### config.mk
export PLATFORM = sky130hd
export DESIGN_NAME = pipe_ctrl
export DESIGN_NICKNAME = d
export VERILOG_FILES = /design/src/rtl/pipe_ctrl_pkg.sv /design/src/rtl/pipe_ctrl.sv
export SDC_FILE = /design/constraint.sdc
export NUM_CORES = 1
export LEC_CHECK = 0
export CAP_MARGIN = 5
export CELL_PAD_IN_SITES_DETAIL_PLACEMENT = 1
export CELL_PAD_IN_SITES_GLOBAL_PLACEMENT = 2
export CORE_ASPECT_RATIO = 1.4
export CORE_MARGIN = 2
export CORE_UTILIZATION = 14
export DETAILED_ROUTE_END_ITERATION = 12
export PLACE_DENSITY_LB_ADDON = 0.3
export SYNTH_ARGS = -nofsm -noshare
export SYNTH_HDL_FRONTEND = slang
export SYNTH_SLANG_ARGS = --single-unit
### constraint.sdc
create_clock -name clk -period 3.49 [get_ports clk]
set_input_delay 0.5235 -clock clk [delete_from_list [all_inputs] [get_ports clk]]
set_output_delay 0.5235 -clock clk [all_outputs]
set_load 0.005 [all_outputs]
### src/rtl/pipe_ctrl_pkg.sv
// Shared constants, state encoding and hazard helper for the pipeline controller.
package pipe_ctrl_pkg;

    localparam int unsigned CTRL_BUS     = 5;
    localparam int unsigned STALL_PC     = 0;
    localparam int unsigned STALL_IF_ID  = 1;
    localparam int unsigned STALL_ID_EX  = 2;
    localparam int unsigned STALL_EX_MEM = 3;
    localparam int unsigned STALL_MEM_WB = 4;

    localparam logic [31:0] ZERO_WORD     = '0;
    localparam logic [4:0]  ZERO_REG_ADDR = '0;

    typedef enum logic [1:0] {
        PCTRL_RUN = 2'd0,
        PCTRL_LD  = 2'd1,
        PCTRL_MC  = 2'd2
    } pctrl_state_e;

    // x0 is hard-wired zero, so a load targeting it can never create a hazard
    function automatic logic load_use_haz(
        input logic       is_load,
        input logic       regs_wen,
        input logic [4:0] rd,
        input logic [4:0] rs1,
        input logic       rs1_ren,
        input logic [4:0] rs2,
        input logic       rs2_ren
    );
        return is_load && regs_wen && (rd != ZERO_REG_ADDR) &&
               ((rs1_ren && (rs1 == rd)) || (rs2_ren && (rs2 == rd)));
    endfunction

endpackage

### src/rtl/pipe_ctrl.sv
// Pipeline controller: load-use bubbles, multi-cycle EX sequencing with
// timeout watchdog, and fetch redirect on EX jumps.
module pipe_ctrl
    import pipe_ctrl_pkg::*;
#(
    parameter int unsigned LOAD_LAT   = 1,
    parameter int unsigned MC_TIMEOUT = 64
) (
    input  logic                clk,
    input  logic                rstn,
    input  logic [4:0]          id_rs1_addr_i,
    input  logic [4:0]          id_rs2_addr_i,
    input  logic                id_rs1_ren_i,
    input  logic                id_rs2_ren_i,
    input  logic [4:0]          ex_rd_addr_i,
    input  logic                ex_regs_wen_i,
    input  logic                ex_is_load_i,
    input  logic                ex_mc_start_i,
    input  logic                ex_mc_done_i,
    input  logic                ex_jump_i,
    input  logic [31:0]         ex_jump_addr_i,
    output logic [CTRL_BUS-1:0] stall_o,
    output logic [CTRL_BUS-1:0] flush_o,
    output logic                jump_o,
    output logic [31:0]         jump_addr_o,
    output logic                mc_err_o,
    output logic [1:0]          state_o
);

    localparam logic [7:0] LD_INIT = (LOAD_LAT > 1) ? 8'(LOAD_LAT - 2) : 8'd0;
    localparam logic [7:0] MC_LAST = 8'(MC_TIMEOUT - 1);

    pctrl_state_e state_q, state_d;
    logic [7:0]   cnt_q, cnt_d;
    logic         err_q, err_d;
    logic         haz;

    assign haz = load_use_haz(ex_is_load_i, ex_regs_wen_i, ex_rd_addr_i,
                              id_rs1_addr_i, id_rs1_ren_i,
                              id_rs2_addr_i, id_rs2_ren_i);

    always_ff @(posedge clk or negedge rstn) begin
        if (!rstn) begin
            state_q <= PCTRL_RUN;
            cnt_q   <= '0;
            err_q   <= 1'b0;
        end else begin
            state_q <= state_d;
            cnt_q   <= cnt_d;
            err_q   <= err_d;
        end
    end

    always_comb begin
        state_d     = state_q;
        cnt_d       = cnt_q;
        err_d       = err_q;
        stall_o     = '0;
        flush_o     = '0;
        jump_o      = 1'b0;
        jump_addr_o = ZERO_WORD;

        unique case (state_q)
            PCTRL_RUN: begin
                if (ex_jump_i) begin
                    jump_o               = 1'b1;
                    jump_addr_o          = ex_jump_addr_i;
                    flush_o[STALL_IF_ID] = 1'b1;
                    flush_o[STALL_ID_EX] = 1'b1;
                end else if (ex_mc_start_i) begin
                    // a result ready in the start cycle needs no wait at all
                    if (!ex_mc_done_i) begin
                        stall_o[STALL_PC]     = 1'b1;
                        stall_o[STALL_IF_ID]  = 1'b1;
                        stall_o[STALL_ID_EX]  = 1'b1;
                        flush_o[STALL_EX_MEM] = 1'b1;
                        state_d               = PCTRL_MC;
                        cnt_d                 = '0;
                    end
                end else if (haz) begin
                    stall_o[STALL_PC]    = 1'b1;
                    stall_o[STALL_IF_ID] = 1'b1;
                    flush_o[STALL_ID_EX] = 1'b1;
                    if (LOAD_LAT > 1) begin
                        state_d = PCTRL_LD;
                        cnt_d   = LD_INIT;
                    end
                end
            end

            PCTRL_LD: begin
                stall_o[STALL_PC]    = 1'b1;
                stall_o[STALL_IF_ID] = 1'b1;
                flush_o[STALL_ID_EX] = 1'b1;
                if (cnt_q == 8'd0) begin
                    state_d = PCTRL_RUN;
                end else begin
                    cnt_d = cnt_q - 8'd1;
                end
            end

            PCTRL_MC: begin
                if (ex_mc_done_i) begin
                    state_d = PCTRL_RUN;
                    cnt_d   = '0;
                end else if (cnt_q == MC_LAST) begin
                    err_d   = 1'b1;
                    state_d = PCTRL_RUN;
                    cnt_d   = '0;
                end else begin
                    stall_o[STALL_PC]     = 1'b1;
                    stall_o[STALL_IF_ID]  = 1'b1;
                    stall_o[STALL_ID_EX]  = 1'b1;
                    flush_o[STALL_EX_MEM] = 1'b1;
                    cnt_d                 = cnt_q + 8'd1;
                end
            end

            default: begin
                state_d = PCTRL_RUN;
                cnt_d   = '0;
            end
        endcase

        // outputs are held at zero for as long as reset is asserted
        if (!rstn) begin
            stall_o     = '0;
            flush_o     = '0;
            jump_o      = 1'b0;
            jump_addr_o = ZERO_WORD;
        end
    end

    assign mc_err_o = err_q;
    assign state_o  = state_q;

endmodule

==> results of run 1 <==
[cell usage after synthesis, types with 2 or more instances]
master    number
o21ai_1        5
xnor2_1       10
dfrtp_1       10
clkbuf_1       3
and2_1        32
nand3b_1       2
nand3_1        2
o31ai_1        2
buf_4          9
nand4_1        3
inv_1          2
o41ai_1        2
nor2_1         8
a21oi_1        2
nand2_1       10
o21ai_0        5
[layout make-up]
| type | count | area (µm²) | share of cell area, % |
|---|---|---|---|
| multi-input combinational | 102 | 628.1 | 31.47 |
| clock buffer | 3 | 41.29 | 2.069 |
| tap | 74 | 92.59 | 4.640 |
| sequential | 10 | 250.2 | 12.54 |
| timing repair buffer | 98 | 975.9 | 48.90 |
| inverter | 2 | 7.507 | 0.3762 |
[flip-flops by register name (all words and copies together) (netlist names)]
register / cells
cnt_q: 8
mc_err_o: 1
state_o: 1
[cell families after synthesis]
| family | share of synthesized area [%] |
|---|---|
| AOI/OAI and AO/OA | 15.28 |
| xor gates and xnor gates | 10.14 |
| adders and majority gates | 1.317 |
| buffers and inverters | 9.091 |
| DFF | 26.35 |
| other | 0.3949 |
| and+or+nand+nor | 37.42 |
[metal layers]
layer / vias up / track usage [%] / routed length [µm] / share of wire [%]
met4: 0 / 1.259 / 0 / 0
met2: 79 / 16.76 / 1771 / 46
met3: 0 / 5.473 / 569 / 15
li1: 583 / - / - / -
met1: 529 / 11.63 / 1468 / 39
met5: - / 0 / 0 / 0
[worst paths after layout]
kind,start,endpoint,depth (start not counted)
min,mc_err_o$_DFFE_PN0P_,mc_err_o$_DFFE_PN0P_,1
min in group asynchronous,rstn,cnt_q[1]$_DFFE_PN0P_,2
max reg2reg,cnt_q[0]$_DFFE_PN0P_,cnt_q[5]$_DFFE_PN0P_,6
max in group asynchronous,rstn,cnt_q[2]$_DFFE_PN0P_,2
min reg2reg,mc_err_o$_DFFE_PN0P_,mc_err_o$_DFFE_PN0P_,1
max,ex_rd_addr_i[1],stall_o[1],7
[through the flow]
stage	instance area, µm²	utilization, %
2_1_floorplan	964.7	-
3_3_place_gp	1954	29.75
3_5_place_dp	1954	29.75
4_1_cts	1996	30.38
5_1_grt	1996	30.38
6_report	1996	30.38
[where the power goes]
part	total (mW)	leakage (nW)	switching [mW]	internal (mW)
logic	0.169	0.620	0.0548	0.114
registers	0.129	0.138	0.00743	0.122
clock network	0.117	0.0216	0.0415	0.0752
[critical path: cells and delay by family]
kind	cells	cell delay (ns)
AO/OA/AOI/OAI	3	0.65
buffers and inverters	2	1.10
AND/OR/NAND/NOR	1	0.11
XOR/XNOR	1	0.14
==> impl_metrics.py, run 1 <==
metrics = {
    "sta": {
        "clock_skew_ns": 0.002524,
        "slew_headroom_pct": 34.96,
        "period_needed_ns": 3.046,
        "layout_setup_ws_ns": 0.4442,
        "totalNegativeSetupSlack_ns": 0,
        "report.final.slew_viol_count": 0,
        "worst_pin_slew_ns": 0.9650,
        "hold-worst-slack_ns": 0.4473,
        "setup_viol": 0,
        "max_freq_mhz": 328.3,
        "grt_setup_unrepaired": "false",
        "final-hold-violation-count": 0,
        "post-route-period-util_pct": 87.27,
    },
    "worst_setup_path": {
        "cp-end-kind": "output port",
        "cpMostUsedCell": "clkdlybuf4s50_1",
        "cp_data_required_time_ns": 2.97,
        "cp.arrival_ns": 2.52,
        "worstSetupStartpointType": "input pin",
        "crit_chain": "clkdlybuf4s50_1 -> xnor2_1 -> nand4_1 -> o22ai_1 -> o211ai_1 -> o31ai_1 -> clkdlybuf4s50_1",
        "cpPeakStageDelay_ns": 0.57,
        "crit_path_top_delay_cell": "clkdlybuf4s50_1",
        "crit_type": "input pin to output port",
        "worstPathMaxFanout": 3,
        "worst-r2r-setup-slack_ns": 1.28,
    },
    "global_route": {
        "grt_pass1_vias": 1307,
        "track_usage_pct": 10.06,
        "grt_pass1_wl_mm": 6.023,
        "grt_max_degree": 35,
        "grt_overflow": 0,
        "antenna_found_initial": 0,
    },
    "routing": {
        "drtPass1Iterations": 3,
        "finalWirelength_mm": 3.809,
        "drt_iter0_drc": 22,
        "antenna_left": 0,
        "wl_per_cell_um": 13.18,
        "drt-vias-per-instance": 4.121,
        "drcViolationCount": 0,
        "num_vias": 1191,
    },
    "die": {
        "start_util_pct": 14.46,
        "fp.dieW_um": 73.61,
        "std_cell_rows": 35,
        "die_h_um": 101.5,
        "coreArea_mm2": 0.006569,
        "ios": 102,
        "die-area_mm2": 0.007467,
    },
    "placed_design": {
        "dp_hpwl_mm": 3.280,
        "place_ws_ns": 0.4697,
        "io_buffers": 96,
        "post-place-cells": 286,
        "routabilityCongestion": 0.7494,
    },
    "logic_synthesis": {
        "synth_edf_count": 0,
        "ys_warn_count": 0,
        "synth-main-ff-cell": "dfrtp_1",
        "synth_largest_area_cell": "dfrtp_1",
        "ys_seq_area_share_pct": 26.35,
        "synthArstFlopShare_pct": 100.0,
        "postSynthCellCount": 122,
        "synthDistinctLibCells": 31,
        "ys_ff_latch": 10,
        "yosys.area.top_type_share_pct": 26.35,
        "synthTopCellsByArea": "dfrtp_1 26%, and2_1 21%, xnor2_1 9.2%",
        "syn_avg_cell_area_um2": 7.784,
        "syn-cell-area_um2": 949.7,
    },
    "power": {
        "p_leak_nw": 0.7789,
        "pwr_density_cell_mw_per_mm2": 208.1,
        "ir_drop_uv": 78.97,
        "report.power.total_uw": 415.2,
    },
    "clock_network": {
        "cts_tree": "yes",
        "cts_setup_buffers": 0,
        "clk_latency_ns": 0.23,
        "h-tree-depth": 1,
        "clk_pin_slew_ns": 0.04,
        "cts_made_buffers": 3,
        "cts_resized": 0,
        "cts_root_buf": "clkbuf_8",
        "clock_sinks": 10,
        "cts_max_path_buffers": 2,
        "holdBufCountCts": 0,
    },
    "cells_and_area": {
        "layout.cells.most_common": "clkdlybuf4s50_1",
        "final_nets": 274,
        "fillers": 790,
        "final_cell_mix": "96 x clkdlybuf4s50_1, 32 x and2_1, 10 x nand2_1, 10 x xnor2_1, 10 x dfrtp_1",
        "area_growth_pct": 110.1,
        "fin_cells": 289,
        "final_layout_size_suffix_gt1_share_pct": 3.256,
        "n_antenna_cell": 0,
    },
    "outcome": {
        "status": "finished clean",
    },
    "hold_path": {
        "hold_class": "register to register",
    },
    "flow_run": {
        "drv_cap": 0,
    },
}
Note: power is estimated with default switching activity, not from simulation.
==> run 2, diff against run 1 <==
--- a/config.mk
+++ b/config.mk
@@ -11,6 +11,7 @@
 export CORE_ASPECT_RATIO = 1.4
 export CORE_MARGIN = 2
 export CORE_UTILIZATION = 14
+export CTS_CLUSTER_DIAMETER = 80
 export DETAILED_ROUTE_END_ITERATION = 12
 export PLACE_DENSITY_LB_ADDON = 0.3
 export SYNTH_ARGS = -nofsm -noshare
==> results of run 2 <==
Final layout, timing and power as in run 1 (identical DEF).
